### src/rtl/poly_driver.sv
// Initiator for a serial polynomial evaluator: loads A, B, C, X over the Go/DataOut
// strobe protocol, then waits (with timeout) for the evaluator's result.
module poly_driver #(
  parameter int GO_CYCLES  = 2,
  parameter int GAP_CYCLES = 1,
  parameter int TIMEOUT    = 32
) (
  input  logic       Clock,
  input  logic       Resetn,
  input  logic       Start,
  input  logic [7:0] A,
  input  logic [7:0] B,
  input  logic [7:0] C,
  input  logic [7:0] X,
  output logic       Busy,
  output logic       Done,
  output logic       Error,
  output logic [7:0] Result,
  output logic       Go,
  output logic [7:0] DataOut,
  input  logic       ResultValid,
  input  logic [7:0] DataResult
);

  localparam logic [3:0] GO_LAST   = 4'(GO_CYCLES - 1);
  localparam logic [3:0] GAP_LAST  = 4'(GAP_CYCLES - 1);
  localparam logic [7:0] WAIT_LAST = 8'(TIMEOUT - 1);

  typedef enum logic [2:0] {
    IDLE,
    SETUP,
    GO_HI,
    GO_LO,
    WAIT_LOW,
    WAIT_HIGH
  } state_t;

  state_t     state_reg;
  logic [1:0] idx_reg;
  logic [3:0] phase_reg;
  logic [7:0] wait_reg;
  logic       go_reg;
  logic [7:0] dout_reg;
  logic       busy_reg;
  logic       done_reg;
  logic       error_reg;
  logic [7:0] result_reg;

  logic [7:0] op_in  [4];
  logic [7:0] op_reg [4];
  logic       accept;
  logic [1:0] idx_inc;

  assign op_in[0] = A;
  assign op_in[1] = B;
  assign op_in[2] = C;
  assign op_in[3] = X;

  assign accept  = (state_reg == IDLE) && Start;
  assign idx_inc = idx_reg + 2'd1;

  // Operands are frozen at acceptance so later port changes cannot leak in.
  generate
    for (genvar gi = 0; gi < 4; gi++) begin : g_op
      always_ff @(posedge Clock or negedge Resetn) begin
        if (!Resetn) begin
          op_reg[gi] <= 8'd0;
        end else if (accept) begin
          op_reg[gi] <= op_in[gi];
        end
      end
    end
  endgenerate

  always_ff @(posedge Clock or negedge Resetn) begin
    if (!Resetn) begin
      state_reg  <= IDLE;
      idx_reg    <= 2'd0;
      phase_reg  <= 4'd0;
      wait_reg   <= 8'd0;
      go_reg     <= 1'b0;
      dout_reg   <= 8'd0;
      busy_reg   <= 1'b0;
      done_reg   <= 1'b0;
      error_reg  <= 1'b0;
      result_reg <= 8'd0;
    end else begin
      done_reg  <= 1'b0;
      error_reg <= 1'b0;
      case (state_reg)
        IDLE: begin
          if (Start) begin
            state_reg <= SETUP;
            idx_reg   <= 2'd0;
            busy_reg  <= 1'b1;
            dout_reg  <= A;
          end
        end
        SETUP: begin
          state_reg <= GO_HI;
          go_reg    <= 1'b1;
          phase_reg <= 4'd0;
        end
        GO_HI: begin
          if (phase_reg == GO_LAST) begin
            state_reg <= GO_LO;
            go_reg    <= 1'b0;
            phase_reg <= 4'd0;
          end else begin
            phase_reg <= phase_reg + 4'd1;
          end
        end
        GO_LO: begin
          if (phase_reg == GAP_LAST) begin
            phase_reg <= 4'd0;
            if (idx_reg == 2'd3) begin
              state_reg <= WAIT_LOW;
              wait_reg  <= 8'd0;
              dout_reg  <= 8'd0;
            end else begin
              state_reg <= SETUP;
              idx_reg   <= idx_inc;
              dout_reg  <= op_reg[idx_inc];
            end
          end else begin
            phase_reg <= phase_reg + 4'd1;
          end
        end
        // A valid flag still high here belongs to the previous evaluation.
        WAIT_LOW: begin
          wait_reg <= wait_reg + 8'd1;
          if (wait_reg == WAIT_LAST) begin
            state_reg <= IDLE;
            busy_reg  <= 1'b0;
            done_reg  <= 1'b1;
            error_reg <= 1'b1;
          end else if (!ResultValid) begin
            state_reg <= WAIT_HIGH;
          end
        end
        WAIT_HIGH: begin
          wait_reg <= wait_reg + 8'd1;
          if (ResultValid) begin
            state_reg  <= IDLE;
            busy_reg   <= 1'b0;
            done_reg   <= 1'b1;
            result_reg <= DataResult;
          end else if (wait_reg == WAIT_LAST) begin
            state_reg <= IDLE;
            busy_reg  <= 1'b0;
            done_reg  <= 1'b1;
            error_reg <= 1'b1;
          end
        end
        default: begin
          state_reg <= IDLE;
          go_reg    <= 1'b0;
          dout_reg  <= 8'd0;
          busy_reg  <= 1'b0;
        end
      endcase
    end
  end

  assign Busy    = busy_reg;
  assign Done    = done_reg;
  assign Error   = error_reg;
  assign Result  = result_reg;
  assign Go      = go_reg;
  assign DataOut = dout_reg;

endmodule

### config.mk
export PLATFORM = sky130hd
export DESIGN_NAME = poly_driver
export DESIGN_NICKNAME = d
export VERILOG_FILES = /design/src/rtl/poly_driver.sv
export SDC_FILE = /design/constraint.sdc
export NUM_CORES = 1
export LEC_CHECK = 0
export CAP_MARGIN = 20
export CORE_UTILIZATION = 50
export DETAILED_ROUTE_END_ITERATION = 6
export DONT_BUFFER_PORTS = 1
export PLACE_DENSITY_LB_ADDON = 0.08
export RECOVER_POWER = 25
export SETUP_SLACK_MARGIN = 0.3
export SYNTH_ARGS = -nofsm -noshare
export SYNTH_HDL_FRONTEND = slang
export SYNTH_SLANG_ARGS = --single-unit
### constraint.sdc
create_clock -name Clock -period 2.16 [get_ports Clock]
set_input_delay 0.54 -clock Clock [delete_from_list [all_inputs] [get_ports Clock]]
set_output_delay 0.54 -clock Clock [all_outputs]
set_load 0.05 [all_outputs]
# After elaboration in Yosys (flattened, before gate mapping)
# Cells that the tools add are included.
word_totals:
  register_bits: 69
  out_inout_bits: 20
  inputBits: 44
classes:
  muxes: 37
  n_addsub: 3
  bitwise_logic: 4
  magnitude_cmp: 1
  n_reduce_logical: 17
  eq_ne: 15
op_table:
  columns: ["operator", "n"]
  rows:
  - ["$mux W8", 7]
  - ["$mux W3", 8]
  - ["$pmux W8 S3", 1]
  - ["$pmux W3 S6", 1]
  - ["$bmux W8 S2", 1]
  - ["$pmux W8 S2", 1]
  - ["$pmux W4 S3", 1]
  - ["$ne A2 B2 Y1 const B", 5]
  - ["$add A8 B1 Y8 const B", 1]
  - ["$eq A8 B5 Y1 const B", 1]
  - ["$mux W4", 2]
  - ["$reduce_or A4 Y1", 2]
  - ["$mux W1", 7]
  - ["$eq A3 B2 Y1 const B", 2]
  - ["$eq A3 B3 Y1 const B", 2]
  - ["$mux W2", 3]
  - ["$ne A3 B3 Y1 const B", 2]
  - ["$reduce_and A2 Y1", 3]
  - ["$reduce_and A3 Y1", 2]
  - ["$reduce_and A5 Y1", 1]
  - ["$add A4 B1 Y4 const B", 1]
  - ["$eq A4 B1 Y1 const B", 1]
  - ["$logic_not A4 Y1", 1]
  - ["$pmux W1 S2", 2]
  - ["other kinds (16)", 19]

# Logic depth before layout (Yosys ltp)
# Gate-level depths: netlist (run 1).
logic_depth:
  ltp_word: 8
  ltp_mapped: 7
  mapped_depth_nobuf: 6

# Worst setup path after synthesis (run 1)
# OpenSTA, ideal clock, no wires.
synth_timing:
  kind: "register to register"
  start: "register phase_reg[0]"
  end: "register wait_reg[7]"
  setup_slack_ns: 0.346
  stages_incl_launch_ff: 7
  path_buffers: 0
  setup_time_ns: 0.077
  period_less_slack_ns: 1.814
  t_arrival_ns: 1.737
  required_time_ns: 2.083
  cell_sequence: "dfrtp_1 inv_1 ha_1 nor3b_4 o22ai_4 or4_1 a21oi_1"
synth_via:
  elab_chain_len: 3
synth_lines:
  columns: ["item", "line", "source"]
  rows:
  - ["start, declared", "40", "logic [3:0] phase_reg;"]
  - ["start signal, assigned", "110", "phase_reg <= phase_reg + 4'd1;"]
  - ["start signal, assigned", "126", "phase_reg <= phase_reg + 4'd1;"]
  - ["$logic_not A4 Y1", "114", "if (phase_reg == GAP_LAST) begin"]
  - ["$ne A2 B2 Y1 (no source line)", null, null]
  - ["$reduce_and A3 Y1 (no source line)", null, null]
  - ["end signal, assigned", "131", "wait_reg <= wait_reg + 8'd1;"]
  - ["end signal, assigned", "142", "wait_reg <= wait_reg + 8'd1;"]
  - ["end, declared", "41", "logic [7:0] wait_reg;"]
# No other way between the ends.
# A chain may end at the register's enable or synchronous reset.

# Final worst setup path (run 1)
layout_timing:
  start: "register phase_reg[1]"
  end: "register wait_reg[6]"
# Same word-level chain as after synthesis.

==> results of run 1 <==
## layout make-up
| cell class | count | area share |
|---|---|---|
| clock buffers | 9 | 0.03430 |
| multi-input cells | 218 | 0.3974 |
| inverters | 3 | 0.003119 |
| repair buffers | 20 | 0.04262 |
| well taps | 75 | 0.02599 |
| clock inverters | 6 | 0.01802 |
| flip-flops and latches | 69 | 0.4785 |
## power by group
group	total, mW	internal [mW]	switching, mW
Sequential	2.70	1.81	0.896
Combinational	2.07	1.04	1.03
Clock	1.01	0.526	0.481
Total	5.78	3.38	2.40
## how the worst max path moves through the flow
stage	start	end	slack, ps	depth (start not counted)
5_1_grt	phase_reg[0]	DataOut[0]	230	9
3_3_place_gp	phase_reg[0]	wait_reg[7]	250	6
6_report	phase_reg[1]	wait_reg[6]	310	8
3_5_place_dp	phase_reg[0]	wait_reg[7]	190	6
4_1_cts	phase_reg[0]	wait_reg[7]	290	6
2_1_floorplan	phase_reg[0]	wait_reg[7]	350	6
## per-layer routing
layer  part of all wire  up-vias  GRT usage
met3              0.057        6    0.04889
met1               0.45     1107     0.2746
met2               0.48       54     0.3133
met5                  0        -          0
met4             0.0093        0    0.08947
li1                   -     1079          -
## repair_timing
| item | CTS | global route |
|---|---|---|
| pin swaps | 0 | 6 |
| endpoints found under the setup margin | 3 | 21 |
| buffers inserted | 3 | 9 |
| endpoints found under the hold margin | 69 | 69 |
| gates resized for setup | 2 | 13 |
## per-stage QoR
stage | area [um2] | setup WS, ps
after detailed placement | 3272 | 186.4
after global placement | 3272 | 249.9
after floorplan | 3171 | 345.8
final | 3611 | 310.8
after CTS | 3488 | 293.0
after global routing | 3611 | 228.9
## cells by family (layout without fill, tap and decap cells)
kind of cell / count (synthesis) / in the layout
buf+inv: 16 / 38
fa+ha+maj: 5 / 5
mux: 17 / 17
compound gates: 40 / 40
simple gates: 154 / 154
xor+xnor: 2 / 2
flops: 69 / 69
## placed cells by master (no fill, tap or decap), types with 6 or more instances in the layout
cell / synthesis / routed
nand2_1: 112 / 112
dfrtp_1: 69 / 68
buf_4: 0 / 19
o21ai_0: 9 / 9
mux2_2: 9 / 9
clkbuf_8: 0 / 9
mux4_2: 8 / 8
a22oi_1: 8 / 8
nor2_1: 8 / 8
nand3_1: 7 / 6
## worst max-delay path: cells and delay by family (launching register included)
family                   cells  cell delay, ps
buffers and inverters        3             360
flip-flops                   1             400
AND/OR/NAND/NOR              4             870
adder cells (fa/ha/maj)      1             150
==> run metrics, run 1 <==
Main synth FF type=dfrtp_1; Clock Latency Late Sink=330 ps; number of synthesized register bits=69; Synth area leader=dfrtp_1; run status=finished, violations left; Avg WL per Cell=16.14 um; post-synth cell types=47; root buffer cell=clkbuf_8; top cells by area, synth=dfrtp_1 (54%), nand2_1 (13%), mux4_2 (5.7%); Setup crit start kind=flip-flop; worst-margin pin slew=513.2 ps; syn_nets=352; Final TNS setup=0 ps; die height=81.63 um; maximum vdd drop=924.2 uV; synthesis-to-layout area growth=13.89%; failing checks=negative hold slack; largest net degree at the start of global routing=70; Critical Path Sink Type=flip-flop; Final Slew Violations=0; antenna violations before repair=0; Final Hold Vio Count=69; largest family of logic cells by synthesized area=simple AND/OR/NAND/NOR gates; cell area after synthesis=3171 um2; total wire length=6454 um; Multi-input gate area=1435 um2; yosys warns=0; standard-cell rows=28; Port Buffers=0; DP HPWL=4190 um; Reg2Reg Setup Slack=310 ps; Arrival @ worst endpoint=2120 ps; drt first pass iters=4; clock-pin slew on the worst setup and hold paths=70 ps; die extent in x=81.63 um; Max Cap Viol=0; NumNets Final=370; Crit Path Class=flip-flop to flip-flop; drt via density=5.615; WHS=-102.3 ps; Post-Synth Adder-Cell Area=0.01973; Fmax achieved=0.5408 GHz; TritonCTS Buffers=9; Power Density=1601 nW/um2; total chip power=5.782 mW; Synth Area in Compound Gates=0.09629; Max FO, Critical Path=4; total number of vias=2246; crit path cell chain=inv_2 -> ha_4 -> nor3b_4 -> buf_4 -> buf_4 -> and3_4 -> or4_1 -> nand2_1; Starting Density=0.5262; Tmin final=1849 ps; reg2reg path depth=8; CP peak stage delay=460 ps; r2r endpoint=wait_reg[6]; most frequent CP cell=buf_4; Fill cells=524; Antenna Cells=0; P_leak=1.736 nW; Hold WC Path Type=input port to asynchronous set/reset pin; clk_skew=8.914 ps; placed instance count=373; Post-Layout Cell Count=400; simple-gate share of the synthesized area=0.2222; post-layout util=0.5993; total grt overflow=0; Worst Path Required=2430 ps; post-route clock period utilization=0.8561; Critical-path top delay cell=or4_1; register area=1728 um2; DR DRC count=0; unrepaired setup endpoints after global routing=true; R2R Path Start=phase_reg[1]; top-area cell type share of the netlist area=0.5446; vias in the first global route=2067; total track usage=0.2035; clk sinks=69; slew margin rel.=0.6579; gpl congestion=0.7934; top-count cell post-synth=nand2_1; post-synthesis mux area share=0.08879; Core Box Area=6026 um2; die area=6663 um2; max reg flops=32; Post-Syn Instances=303; Post-Synth XOR/XNOR Area=0.005525; ratio of cells with drive above 1 in the final layout=0.2154; CTS tree=done; first-pass GRT wire length=9832 um; I/O pin cnt=64; Final Setup Violations=0; clock tree buffer depth=2; number of routed nets with antenna violations=0; post-synthesis sequential area ratio=0.5446; initial DRC count=99; top cells by count, synth=nand2_1 (112), dfrtp_1 (69), mux2_2 (9), o21ai_0 (9); # H-tree levels=3; ys async rst share=1.000; Post-synth EDFFs=0; synthesized area per cell=10.46 um2
Note: power is estimated with default switching activity, not from simulation.
==> inputs of run 2 (changes only) <==
Settings changed: CORE_UTILIZATION 50 to 30, SLEW_MARGIN from default to 20.
==> run 2 against run 1 <==
  * The run still ends with negative hold slack left
  * Clock-buffer cell count unchanged
  * Routed wire length increased by 12%
  * Power about the same
  * Via count decreased by 2.8%
  * First-iteration DRC count decreased by 22%
  * Combinational power decreased by 6%
  * Critical path type unchanged
==> run metrics, run 2 (same netlist as run 1, synthesis figures left out) <==
run status=finished, violations left; failing checks=negative hold slack; Tmin final=1806 ps; Fmax achieved=0.5536 GHz; DR DRC count=0; total number of vias=2182; Worst Path Required=2450 ps; I/O pin cnt=64; r2r endpoint=wait_reg[7]; DP HPWL=4658 um; Hold WC Path Type=input port to asynchronous set/reset pin; die extent in x=104.8 um; Final Hold Vio Count=69; unrepaired setup endpoints after global routing=true; clk_skew=6.575 ps; Crit Path Class=flip-flop to flip-flop; CTS tree=done; Placed Area=3356 um2; slew margin rel.=0.6642; root buffer cell=clkbuf_8; Starting Density=0.3085; Critical-path top delay cell=or4_1; register area=1727 um2; maximum vdd drop=456.7 uV; CP peak stage delay=530 ps; standard-cell rows=37; TritonCTS Buffers=9; final instance area=3649 um2; max reg flops=32; Port Buffers=0; drt via density=4.785; clock-pin slew on the worst setup and hold paths=80 ps; total wire length=7212 um; worst setup path start=phase_reg[0]; P_leak=1.717 nW; Arrival @ worst endpoint=2090 ps; R2R Path Start=phase_reg[0]; total grt overflow=0; Critical Path Sink Type=flip-flop; die area=10980 um2; Final Setup Violations=0; Fill cells=1081; crit path cell chain=inv_2 -> ha_1 -> nor3b_4 -> o22ai_4 -> or4_1 -> a21oi_2; post-route clock period utilization=0.8362; Final TNS setup=0 ps; total track usage=0.1427; initial DRC count=77; # H-tree levels=3; Max FO, Critical Path=6; clock tree buffer depth=2; largest net degree at the start of global routing=70; most common cell after layout, fill and taps aside=nand2_1; Avg WL per Cell=15.82 um; vias in the first global route=2288; Core Box Area=10280 um2; drt first pass iters=4; clk sinks=69; synthesis-to-layout area growth=15.07%; most frequent cells in the layout=nand2_1 (112), dfrtp_1 (69), buf_4 (15); Multi-input gate area=1415 um2; gpl congestion=0.6818; first-pass GRT wire length=11960 um; Power Density=1584 nW/um2; die height=104.8 um; WHS=-119.8 ps; reg2reg path depth=6; antenna violations before repair=0; Antenna Cells=0; number of routed nets with antenna violations=0; Final Slew Violations=0; Clock Latency Late Sink=350 ps; Max Cap Viol=0; ratio of cells with drive above 1 in the final layout=0.1938; Setup crit start kind=flip-flop; worst-margin pin slew=503.7 ps; NumNets Final=365; Reg2Reg Setup Slack=350 ps
-- run 2: routing by layer --
metal  vias to the layer above  share of wire  global-route usage
met4                         0          0.019             0.06942
met5                         -              0                   0
met2                        38           0.46              0.2242
met3                        10          0.042             0.03369
met1                      1060           0.48              0.1847
li1                       1074              -                   -
-- run 2: worst max-delay path by stage --
stage                             end  cells past startpoint
after global routing      wait_reg[3]                      7
after CTS                 wait_reg[6]                      7
after detailed placement  wait_reg[7]                      6
after floorplan           wait_reg[7]                      6
after global placement    wait_reg[7]                      6
final                     wait_reg[7]                      6
-- run 2: critical path: cells and delay by family (launching register included) --
kind / cells / cell delay [ps]
fa+ha+maj: 1 / 140
flops: 1 / 430
compound gates: 2 / 280
simple gates: 2 / 820
buf+inv: 1 / 80
-- run 2: per-stage QoR --
stage / hold WS (ps) / util / cells / power (mW) / setup slack [ps]
floorplan: 244.4 / - / 303 / 4.069 / 345.8
global placement: 247.5 / 0.3265 / 435 / 4.568 / 225.2
detailed placement: 247.3 / 0.3265 / 435 / 4.591 / 163.1
CTS: -141.6 / 0.3500 / 453 / 5.847 / 273.9
global route: -154.3 / 0.3550 / 456 / 6.193 / 240.9
finish: -119.8 / 0.3550 / 456 / 5.781 / 353.8
-- run 2: final cells by class --
cell class / count / share of cell area
flip-flops and latches: 69 / 0.4733
inverters: 3 / 0.003086
repair buffers: 15 / 0.03086
clock buffers: 9 / 0.03395
multi-input cells: 218 / 0.3879
clock inverters: 6 / 0.02435
well taps: 136 / 0.04664
-- run 2: repair_timing --
action	in CTS	in global routing
endpoints found under the hold margin	69	69
resized for setup	2	7
buffers inserted	3	3
pin swaps	0	5
setup endpoints to repair	11	10
gates cloned	0	0
-- run 2: power by group --
part | switching, mW | internal, mW
clock | 0.516 | 0.643
sequential | 0.869 | 1.80
combinational | 1.00 | 0.948
total | 2.39 | 3.40
